`src/rtl/router_slice_pkg.sv`:
```
// Shared definitions for the router slice retiming pipeline.
// Provides parameter limits, the occupancy-counter width helper and the
// stage record type {valid, data} sized for the widest legal stage.
package router_slice_pkg;

    localparam int unsigned MAX_WIDTH = 64;
    localparam int unsigned MAX_DEPTH = 8;

    // Width of a counter able to hold 0..depth inclusive.
    function automatic int unsigned occ_width(input int unsigned depth);
        return $clog2(depth + 1);
    endfunction

    typedef struct packed {
        logic                 valid;
        logic [MAX_WIDTH-1:0] data;
    } stage_rec_t;

endpackage

```
`src/rtl/router_slice_stage.sv`:
```
// One elastic register stage of the router slice pipeline.
// Ports:
//   clk, reset (sync, active-high), set (sync, loads SET_VAL into data)
//   up_valid/up_data : word offered by the previous stage (or the pipe input)
//   dn_ready         : next stage (or downstream) takes this stage's word
//   loadable         : this stage can take a word this cycle (combinational)
//   v, d             : registered valid and data of this stage
module router_slice_stage
    import router_slice_pkg::*;
#(
    parameter int unsigned      WIDTH   = 8,
    parameter logic [WIDTH-1:0] SET_VAL = '1
) (
    input  logic             clk,
    input  logic             reset,
    input  logic             set,
    input  logic             up_valid,
    input  logic [WIDTH-1:0] up_data,
    input  logic             dn_ready,
    output logic             loadable,
    output logic             v,
    output logic [WIDTH-1:0] d
);

    // Empty, or the current word leaves this cycle.
    assign loadable = !v || dn_ready;

    // Data loads only on an incoming transfer; set freezes all movement.
    always_ff @(posedge clk) begin
        if (reset) begin
            v <= 1'b0;
            d <= '0;
        end else if (set) begin
            d <= SET_VAL;
        end else if (up_valid && loadable) begin
            v <= 1'b1;
            d <= up_data;
        end else if (dn_ready) begin
            v <= 1'b0;
        end
    end

endmodule

```
`src/rtl/router_slice_pipe_ff.sv`:
```
// Elastic WIDTH x DEPTH register pipeline retiming router crossbar outputs
// onto the slice output pins, with valid/ready per stage and slice set/reset.
// Optional macro ROUTER_SLICE_PIPE_OCC_EN adds the registered occ counter.
// Ports:
//   clk                     : single clock, rising edge
//   reset                   : sync active-high, drops all words, clears data
//   set                     : sync active-high, loads SET_VAL into all data
//   in_valid/in_ready/in_data   : upstream handshake (in_ready combinational)
//   out_valid/out_ready/out_data: downstream handshake from the last stage
//   occ                     : occupied stage count (only with the macro)
module router_slice_pipe_ff
    import router_slice_pkg::*;
#(
    parameter int unsigned      WIDTH   = 8,
    parameter int unsigned      DEPTH   = 2,
    parameter logic [WIDTH-1:0] SET_VAL = '1
) (
    input  logic                         clk,
    input  logic                         reset,
    input  logic                         set,
    input  logic                         in_valid,
    output logic                         in_ready,
    input  logic [WIDTH-1:0]             in_data,
    output logic                         out_valid,
    input  logic                         out_ready,
`ifdef ROUTER_SLICE_PIPE_OCC_EN
    output logic [occ_width(DEPTH)-1:0]  occ,
`endif
    output logic [WIDTH-1:0]             out_data
);

    // Each stage gets its own nets so the ready chain has no self-loop.
    for (genvar i = 0; i < DEPTH; i++) begin : g_stage
        logic             up_v;
        logic [WIDTH-1:0] up_d;
        logic             dn_r;
        logic             ld;
        logic             vq;
        logic [WIDTH-1:0] dq;

        if (i == 0) begin : g_head
            assign up_v = in_valid;
            assign up_d = in_data;
        end else begin : g_body
            assign up_v = g_stage[i-1].vq;
            assign up_d = g_stage[i-1].dq;
        end

        if (i == DEPTH - 1) begin : g_tail
            assign dn_r = out_ready;
        end else begin : g_link
            assign dn_r = g_stage[i+1].ld;
        end

        router_slice_stage #(
            .WIDTH   (WIDTH),
            .SET_VAL (SET_VAL)
        ) u_stage (
            .clk      (clk),
            .reset    (reset),
            .set      (set),
            .up_valid (up_v),
            .up_data  (up_d),
            .dn_ready (dn_r),
            .loadable (ld),
            .v        (vq),
            .d        (dq)
        );
    end

    // Set and reset block acceptance; the stages already ignore the handshake.
    assign in_ready  = g_stage[0].ld && !set && !reset;
    assign out_valid = g_stage[DEPTH-1].vq;
    assign out_data  = g_stage[DEPTH-1].dq;

`ifdef ROUTER_SLICE_PIPE_OCC_EN
    localparam int unsigned OCC_W = occ_width(DEPTH);

    logic accept;
    logic emit;

    assign accept = in_valid && in_ready;
    assign emit   = out_valid && out_ready && !set;

    // Tracks words in flight; set moves nothing so it leaves the count alone.
    always_ff @(posedge clk) begin
        if (reset) begin
            occ <= '0;
        end else if (accept && !emit && (occ != OCC_W'(DEPTH))) begin
            occ <= occ + OCC_W'(1);
        end else if (emit && !accept && (occ != '0)) begin
            occ <= occ - OCC_W'(1);
        end
    end

    occ_bound_a : assert property (@(posedge clk) disable iff (reset)
        (occ <= OCC_W'(DEPTH)) && !(accept && !emit && (occ == OCC_W'(DEPTH))));
`endif

endmodule

```
`config.mk`:
```
export PLATFORM = sky130hd
export DESIGN_NAME = router_slice_pipe_ff
export DESIGN_NICKNAME = d
export VERILOG_FILES = /design/src/rtl/router_slice_pkg.sv /design/src/rtl/router_slice_stage.sv /design/src/rtl/router_slice_pipe_ff.sv
export SDC_FILE = /design/constraint.sdc
export NUM_CORES = 1
export LEC_CHECK = 0
export ABC_AREA = 1
export BUFFER_PORTS_ARGS = -buffer_cell sky130_fd_sc_hd__buf_2
export CAP_MARGIN = 10
export CORE_MARGIN = 2
export CORE_UTILIZATION = 44
export DETAILED_ROUTE_END_ITERATION = 6
export GPL_TIMING_DRIVEN = 0
export PLACE_DENSITY = 0.72
export SLEW_MARGIN = 30
export SYNTH_ARGS = -nofsm -noshare
export SYNTH_HDL_FRONTEND = slang
export SYNTH_SLANG_ARGS = --single-unit
export TNS_END_PERCENT = 10
```
`constraint.sdc`:
```
create_clock -name clk -period 0.95 [get_ports clk]
set_input_delay 0.0475 -clock clk [delete_from_list [all_inputs] [get_ports clk]]
set_output_delay 0.0475 -clock clk [all_outputs]
set_load 0.005 [all_outputs]
```
==> flow_summary.ini, run 1 <==
[floorplan]
fp.dieW_um = 47.23
die_area_mm2 = 0.002230
die_h_um = 47.23
std_cell_rows = 15
start_util_pct = 47.10
num_io_pins = 23
coreArea_mm2 = 0.001745

[layout]
diodes = 0
area_growth_pct = 28.92
final_cell_mix = 23 x buf_2, 18 x nor2_1, 17 x nand2_1
fin_nets = 156
layout_commonest_cell = buf_2
drive_gt1_share_pct = 38.73
postLayoutCoreUtil_pct = 60.72

[global_route]
grt_pass1_wl_um = 2573
antenna_found_initial = 0
grt_overflow_total = 0
grt_max_degree = 11
grt_pass1_vias = 632
grtUsageTotal_pct = 16.64

[power]
ir_drop_uv = 657.8
p_per_area_mw_per_mm2 = 1511
finalPower_w = 0.001602
cellLeakagePower_nw = 0.5534

[routing]
wirelength_um = 1676
postRouteAntennaNets = 0
drtIter0Drc = 11
drt-vias-per-instance = 4.749
dr_total_vias = 793
drt_pass1_iterations = 4
wl_per_cell_um = 10.04
drc_errors = 0

[setup_path]
critPathArrivalTime_ps = 1050
start_kind = flop
cp_slowest_stage_delay_ps = 350
criticalPathCategory = flop to output port
slowest_stage = dfxtp_2
end_kind = output port
startpoint = g_stage[0].u_stage.v
path_max_fanout = 2
cp_common_cell = nand3_2
cp_num_cells = 5
worstPathRequired_ps = 900
r2r-start = g_stage[1].u_stage.v
r2r_slack_ps = -90
cp_top_family = flip-flops
crit_chain = nand3_2, buf_6, nand3_2, inv_1, buf_2
r2r-end = g_stage[1].u_stage.d[1]
rr_worst_depth = 6
endpoint = in_ready
timing.critical_path.buf_inv = 3

[timing]
fmax_mhz = 909.1
post-route-min-period_ps = 1100
rsz0062_at_grt = yes
min_period_over_period_pct = 115.8
fin_worst_skew_ps = 0.8049
hold_viol = 0
tightest_slew_ps = 372.3
max_slew_margin_pct = 75.10
layout_setup_ws_ps = -150.0
drv_slew = 0
setup-violations-final = 17

[yosys]
syn_inst = 114
post_synth_num_cell_types = 15
yosys_warnings = 0
synth_area_um2 = 822.0
ys_ff_latch = 18
syn_avg_cell_area_um2 = 7.211
synth-seq-area-share_pct = 43.84
synth_nets = 127

[flow_run]
maxCapViolCount = 0

[clock_tree]
clock_latency_ps = 290
htreeDepth = 1
cts-root-buf = clkbuf_4
clk_path_buf_depth = 2
cts.sinks = 18
numCtsBuffers = 3
worst_setup_hold_path_clk_slew_ps = 100
cts_tree = yes

[outcome]
violations = setup timing
status = finished with violations

[placement]
place.gp.congestion = 0.7940
hpwl_um = 1227
pre_cts_ws_ps = -69.50
io_buffers = 20

[hold_path]
worstHoldStart = reset
hp-class = primary input to flop
-- synthesized netlist by cell type --
cell / number / share of area (%)
dfxtp_1: 18 / 44
nor2_1: 18 / 8.2
nand2_1: 17 / 7.8
inv_1: 11 / 5.0
a21oi_1: 10 / 6.1
nand3_1: 10 / 6.1
nand4_1: 8 / 6.1
or2_2: 8 / 6.1
nand2_2: 4 / 3.0
buf_2: 3 / 1.8
buf_6: 2 / 2.7
o21ai_0: 2 / 1.2
buf_4: 1 / 0.91
clkbuf_2: 1 / 0.61
inv_2: 1 / 0.46
-- worst min-delay path: cells and delay by family --
family / cells / cell delay (ps)
compound gates: 2 / 120
buf+inv: 2 / 110
-- report_power, final --
group / internal, W / switching (W) / total (W)
combinational: 0.000134 / 0.000153 / 0.000288
clock: 0.000233 / 0.000234 / 0.000468
sequential: 0.000818 / 0.0000282 / 0.000846
total: 0.00119 / 0.000416 / 0.00160
-- worst min-delay path by stage --
stage / end / slack [ps] / cells after the start
floorplan: g_stage[1].u_stage.d[0] / 230 / 2
global placement: g_stage[1].u_stage.d[3] / 250 / 2
detailed placement: g_stage[1].u_stage.d[0] / 250 / 2
CTS: g_stage[1].u_stage.v / 10 / 4
global route: g_stage[1].u_stage.v / 30 / 4
finish: g_stage[1].u_stage.v / 30 / 4
-- cell families after synthesis --
kind of cell	Yosys count	share of synthesized area (%)
and+or+nand+nor	65	37.29
buffers and inverters	19	11.57
AOI/OAI and AO/OA	12	7.306
DFF	18	43.84
-- routing by layer --
metal / track usage [%] / up-vias / share of wire, %
met1: 19.77 / 347 / 46
met4: 11.67 / 0 / 1.7
met5: 0 / - / 0
li1: - / 417 / -
met3: 2.308 / 4 / 3.8
met2: 27.30 / 25 / 48
-- sequential cells by signal, indices dropped and copies added, names as in the netlist --
register and flops:
g_stage.u_stage.d 16, g_stage.u_stage.v 2
-- layout make-up --
cell class	instances	area, um^2
repair buffers	24	132.6
plain buffers	7	50.05
well taps	25	31.28
clock buffers	4	36.28
multi-input cells	77	401.6
fillers	168	685.7
flip-flops and latches	18	362.8
inverters	12	45.04
-- stage by stage --
stage | std cells | setup TNS (ps) | instance area, um^2 | hold slack, ps
final | 167 | -817.6 | 1060 | 29.21
after global routing | 167 | -1828 | 1060 | 26.00
after global placement | 159 | -268.8 | 953.4 | 249.7
after detailed placement | 159 | -826.6 | 953.4 | 249.4
after CTS | 167 | -853.4 | 1045 | 12.87
after floorplan | 114 | 0 | 822.0 | 231.0
-- timing repair --
item	in CTS	in global routing
pin swaps	1	0
endpoints found under the hold margin	8	0
gates cloned	0	0
setup buffers	3	0
setup endpoints to repair	17	19
gates resized for setup	6	4
hold buffers	1	0
Note: power is estimated with default switching activity, not from simulation.
==> run 2, diff against run 1 <==
--- a/config.mk
+++ b/config.mk
@@ -6,7 +6,7 @@
 export NUM_CORES = 1
 export LEC_CHECK = 0
 export ABC_AREA = 1
-export BUFFER_PORTS_ARGS = -buffer_cell sky130_fd_sc_hd__buf_2
+export BUFFER_PORTS_ARGS = -buffer_cell sky130_fd_sc_hd__buf_4
 export CAP_MARGIN = 10
 export CORE_MARGIN = 2
 export CORE_UTILIZATION = 44
@@ -16,5 +16,6 @@
 export SLEW_MARGIN = 30
 export SYNTH_ARGS = -nofsm -noshare
 export SYNTH_HDL_FRONTEND = slang
+export SYNTH_HIERARCHICAL = 1
 export SYNTH_SLANG_ARGS = --single-unit
 export TNS_END_PERCENT = 10
==> run 2 against run 1 <==
  * Largest power group unchanged
  * Highest routed layer unchanged
  * Critical path type unchanged
  * Die area increased by 0.28%
  * Sequential cell count stayed put
  * Routed wire length decreased by 0.24%
  * Non-clock buffer count fell by 6
  * Combinational power is 9.0% higher
  * The run still ends with setup timing left
  * Clock-buffer cell count did not move
  * Core utilization increased by 2.8 points
  * Power is 2.2% higher
  * Clock power about the same
==> flow_summary.ini, run 2 <==
[outcome]
status = finished with violations
violations = setup timing

[timing]
fin_tns_setup_ps = -856.9
layout_setup_ws_ps = -133.8
drv_slew = 0
rsz0062_at_grt = yes
min_period_over_period_pct = 114.1
tightest_slew_ps = 202.1
setup-violations-final = 15
post-route-min-period_ps = 1084
max_slew_margin_pct = 86.50
fmax_mhz = 922.6
fin_worst_skew_ps = 2.605
hold_viol = 0

[layout]
fillers = 184
largestRegisters = g_stage.u_stage/d: 16 flops, g_stage.u_stage/v: 2 flops
final_cell_mix = 24 x buf_4, 22 x nand2_1, 22 x nand3_1
largest_reg_flops = 16
top_register = g_stage.u_stage/d
fin_nets = 152
layout_commonest_cell = buf_4
diodes = 0
drive_gt1_share_pct = 31.88
final-seq-area_um2 = 365.4
area_growth_pct = 34.45
multi_input_area_um2 = 426.7

[hold_path]
hp-class = primary input to flop

[yosys]
syn_avg_cell_area_um2 = 7.565
synthArstFlopShare_pct = 0
yosysMostFrequentCell = nand2_1
synth_top_flop_cell = dfxtp_1
synth-seq-area-share_pct = 43.70
synthTopCellsByArea = dfxtp_1 44%, nand3_1 13%, nand2_1 10%
synthSimpleGateAreaFrac_pct = 41.88
synth_nets = 122
syn_inst = 109
synth_top_family_by_area = simple AND/OR/NAND/NOR gates
synth_adder_area_share_pct = 0
synth-xor-area-share_pct = 0
synth.area.mux_share_pct = 0
synth_top_cell_by_area = dfxtp_1
synth_area_um2 = 824.5
synth_compound_area_share_pct = 8.498
synth-edff-count = 0
post_synth_num_cell_types = 12
yosys.area.top_type_share_pct = 43.70
synthTopCellsByCount = 23 x nand2_1, 22 x nand3_1, 18 x dfxtp_1
ys_ff_latch = 18
yosys_warnings = 6

[global_route]
busiest_layer = met2
grt_max_degree = 16
grt_pass1_wl_um = 2822
use_met3_pct = 2.692
use_met1_pct = 22.74
grt_pass1_vias = 662
antenna_found_initial = 0
grtUsageTotal_pct = 18.11
met2_usage_pct = 28.11
grt_overflow_total = 0

[routing]
drt_pass1_iterations = 5
drt-vias-per-instance = 4.791
drtIter0Drc = 22
wl_per_cell_um = 10.26
drc_errors = 0
postRouteAntennaNets = 0
wirelength_um = 1672
dr_total_vias = 781

[power]
p_int_w = 0.001210
cellLeakagePower_nw = 0.5738
combPwrFrac_pct = 19.2
power_switching_w = 0.0004271
ir_drop_uv = 676.9
clockPowerShare_pct = 28.6
p_per_area_mw_per_mm2 = 1477
switching_share_pct = 26.09
pwr-share-seq_pct = 52.2

[clock_tree]
htreeDepth = 1
worst_setup_hold_path_clk_slew_ps = 100
cts.sinks = 18
clock_latency_ps = 290
clk_path_buf_depth = 2
ctsHoldBuffers = 0
cts_tree = yes
numCtsBuffers = 3
cts-root-buf = clkbuf_4

[placement]
hpwl_um = 1148
io_buffers = 22
place.gp.congestion = 0.7431
pre_cts_ws_ps = -57.50

[setup_path]
path_max_fanout = 2
end_kind = output port
start_kind = flop
critPathArrivalTime_ps = 1040
worstPathRequired_ps = 900
criticalPathCategory = flop to output port

[floorplan]
die_area_mm2 = 0.002236
start_util_pct = 47.24
std_cell_rows = 15
coreArea_mm2 = 0.001745
fp.dieW_um = 47.29
die_h_um = 47.29
num_io_pins = 23

[flow_run]
maxCapViolCount = 0
run 2: changes by cell type after synthesis, sizes merged, moves of 2 or more:
| cell | change |
|---|---|
| nor2 | -17 |
| nand3 | +12 |
| nand2 | +8 |
| nand4 | -8 |
| buf | -6 |
| or2 | +4 |
| a21oi | +2 |
run 2: layout make-up:
cell class / count / share of cell area, %
multi-input combinational: 78 / 38.49
sequential: 18 / 32.96
timing repair buffer: 25 / 18.06
inverter: 13 / 4.402
clock buffer: 4 / 3.273
tap: 25 / 2.822
run 2: what timing repair did:
item,CTS,global route
endpoints found under the setup margin,9,18
gates resized for setup,3,0
pin swaps,3,1
hold endpoints to repair,0,0
setup buffers,3,0
run 2: power groups by stage:
stage               sequential (W)  combinational, W  clock, W
floorplan                 0.000872          0.000160         0
global placement          0.000871          0.000287         0
detailed placement        0.000875          0.000293         0
CTS                       0.000855          0.000313  0.000473
global route              0.000864          0.000356  0.000521
finish                    0.000854          0.000314  0.000469
run 2: path summary, 6_finish.rpt:
check,from,end,slack (ps),depth (start not counted)
hold / removal,reset,g_stage[1].u_stage/v,30,2
hold reg to reg,g_stage[0].u_stage/d[2],g_stage[0].u_stage/d[2],480,2
setup / recovery,g_stage[1].u_stage/v,in_ready,-130,6
setup reg to reg,g_stage[1].u_stage/v,g_stage[0].u_stage/d[1],-90,8
run 2: cell families after synthesis:
family | after synthesis
buffers and inverters | 13
DFF | 18
AOI/OAI and AO/OA | 14
and+or+nand+nor | 64
run 2: worst max-delay path: stages, from the launching register on:
cell and delay [ps]:
dfxtp_2 370, nand2_4 50, inv_2 60, nand2_4 60, nand2_2 60, nor2_2 30, buf_4 130
run 2: through the flow:
stage / power, W / instance area [um^2] / utilization [%] / std cells / hold WS [ps]
2_1_floorplan: 0.001032 / 827.0 / - / 109 / 109.2
3_3_place_gp: 0.001159 / 1023 / 58.64 / 156 / 342.2
3_5_place_dp: 0.001168 / 1023 / 58.64 / 156 / 342.7
4_1_cts: 0.001642 / 1109 / 63.51 / 163 / 29.71
5_1_grt: 0.001742 / 1109 / 63.51 / 163 / 25.47
6_report: 0.001637 / 1109 / 63.51 / 163 / 30.85
run 2: routing by layer:
metal | routed length [um] | vias to the layer above | share of wire (%)
li1 | - | 412 | -
met1 | 764 | 342 | 46
met2 | 808 | 25 | 48
met3 | 72 | 2 | 4.3
met4 | 27 | 0 | 1.6
met5 | 0 | - | 0
==> run 3, diff against run 2 <==
--- a/config.mk
+++ b/config.mk
@@ -9,10 +9,9 @@
 export BUFFER_PORTS_ARGS = -buffer_cell sky130_fd_sc_hd__buf_4
 export CAP_MARGIN = 10
 export CORE_MARGIN = 2
-export CORE_UTILIZATION = 44
+export CORE_UTILIZATION = 35
 export DETAILED_ROUTE_END_ITERATION = 6
 export GPL_TIMING_DRIVEN = 0
-export PLACE_DENSITY = 0.72
 export SLEW_MARGIN = 30
 export SYNTH_ARGS = -nofsm -noshare
 export SYNTH_HDL_FRONTEND = slang
==> run 3 against run 2 <==
  * The flow still finishes with violations (setup timing)
  * Cell count up 1.2%
  * Global-route usage down 4.6 points
  * Via count down 4.7%
  * Die area up 23%
  * Sequential share of layout area up 1.1 points
  * Sequential power about the same
  * Clock skew up 4.5 ps
  * Critical path type unchanged
==> flow_summary.ini, run 3 (synthesized netlist as in run 2, its figures left out) <==
[global_route]
grt_max_degree = 16
antenna_found_initial = 0
grtUsageTotal_pct = 13.50
grt_overflow_total = 0
grt_pass1_vias = 639
grt_pass1_wl_um = 2725

[timing]
min_period_over_period_pct = 115.2
layout_setup_ws_ps = -144.7
fin_worst_skew_ps = 7.069
tightest_slew_ps = 198.9
fmax_mhz = 913.5
hold_slack_ps = 48.55
max_slew_margin_pct = 86.72
rsz0062_at_grt = yes
hold_viol = 0
setup-violations-final = 18
drv_slew = 0
post-route-min-period_ps = 1095

[setup_path]
worstPathRequired_ps = 900
end_kind = output port
critPathArrivalTime_ps = 1050
start_kind = flop
cp_slowest_stage_delay_ps = 360
timing.critical_path.buf_inv = 2
cp_common_cell = nand2_4
startpoint = g_stage[1].u_stage/v
r2r-end = g_stage[0].u_stage/d[5]
cp_num_cells = 6
r2r-start = g_stage[1].u_stage/v
crit_chain = nand2_4, inv_2, nand2_4, nand2_2, nor2_2, buf_4
path_max_fanout = 3
rr_worst_depth = 8
r2r_slack_ps = -60
endpoint = in_ready
slowest_stage = dfxtp_4
cp_top_family = flip-flops
criticalPathCategory = flop to output port

[floorplan]
coreArea_mm2 = 0.002212
start_util_pct = 37.27
die_h_um = 52.54
num_io_pins = 23
die_area_mm2 = 0.002760
fp.dieW_um = 52.54
std_cell_rows = 17

[layout]
top_register = g_stage.u_stage/d
drive_gt1_share_pct = 31.39
largestRegisters = g_stage.u_stage/d: 16 flops, g_stage.u_stage/v: 2 flops
final_cell_mix = 25 x buf_4, 22 x nand2_1, 22 x nand3_1
design_area_mm2 = 0.001080
diodes = 0
layout_commonest_cell = buf_4
area_growth_pct = 30.96
fin_nets = 152
largest_reg_flops = 16

[routing]
drt_pass1_iterations = 4
drtIter0Drc = 11
drc_errors = 0
wl_per_cell_um = 9.939
drt-vias-per-instance = 4.509
wirelength_um = 1640
dr_total_vias = 744
postRouteAntennaNets = 0

[placement]
io_buffers = 22
place.gp.congestion = 0.7754
hpwl_um = 1138
pre_cts_ws_ps = -77.95
placed_area_mm2 = 0.001027

[clock_tree]
cts.sinks = 18
clk_path_buf_depth = 2
worst_setup_hold_path_clk_slew_ps = 100
cts-root-buf = clkbuf_4
ctsHoldBuffers = 0
numCtsBuffers = 3
cts_tree = yes
clock_latency_ps = 280
htreeDepth = 1

[power]
cellLeakagePower_nw = 0.5593
p_per_area_mw_per_mm2 = 1407
ir_drop_uv = 670.9

[outcome]
status = finished with violations
violations = setup timing

[hold_path]
hp-class = primary input to flop

[flow_run]
maxCapViolCount = 0
run 3: what timing repair did:
item                                    in CTS  in global routing
buffers inserted                             3                  0
endpoints found under the setup margin       9                 18
gates resized for setup                      2                  1
pin swaps                                    1                  0
endpoints found under the hold margin        0                  0
run 3: power breakdown:
| group | total, W | switching (W) | internal, W |
|---|---|---|---|
| sequential | 0.000854 | 0.0000380 | 0.000816 |
| combinational | 0.000305 | 0.000150 | 0.000155 |
| clock | 0.000362 | 0.000215 | 0.000147 |
| total | 0.00152 | 0.000402 | 0.00112 |
run 3: area by class of cell:
class                      count  area (um^2)
sequential                    18        367.9
fill                         239         1132
multi-input combinational     78        417.9
tap                           28        35.03
inverter                      13        48.80
timing repair buffer          25        187.7
clock buffer                   3        22.52
run 3: metrics by stage:
step / cells / util (%) / total power, W / TNS (ps)
floorplan: 109 / - / 0.001032 / 0
global placement: 159 / 46.44 / 0.001163 / -425.2
detailed placement: 159 / 46.44 / 0.001168 / -545.1
CTS: 165 / 48.70 / 0.001541 / -756.6
global route: 165 / 48.81 / 0.001605 / -1667
finish: 165 / 48.81 / 0.001520 / -575.4
run 3: layer usage:
| layer | global-route usage, % | routed length [um] | vias up | share of wire [%] |
|---|---|---|---|---|
| met4 | 6.410 | 13 | 0 | 0.79 |
| met2 | 20.83 | 746 | 18 | 45 |
| met3 | 2.571 | 78 | 2 | 4.8 |
| met5 | 0 | 0 | - | 0 |
| li1 | - | - | 408 | - |
| met1 | 17.96 | 801 | 316 | 49 |
run 3: how the worst min path moves through the flow:
stage	depth (start not counted)	slack, ps	endpoint	from
finish	2	50	g_stage[0].u_stage/v	reset
global route	2	60	g_stage[0].u_stage/v	reset
global placement	2	340	g_stage[0].u_stage/v	reset
detailed placement	2	350	g_stage[0].u_stage/d[2]	reset
CTS	2	40	g_stage[0].u_stage/v	reset
floorplan	1	110	g_stage[0].u_stage/v	reset
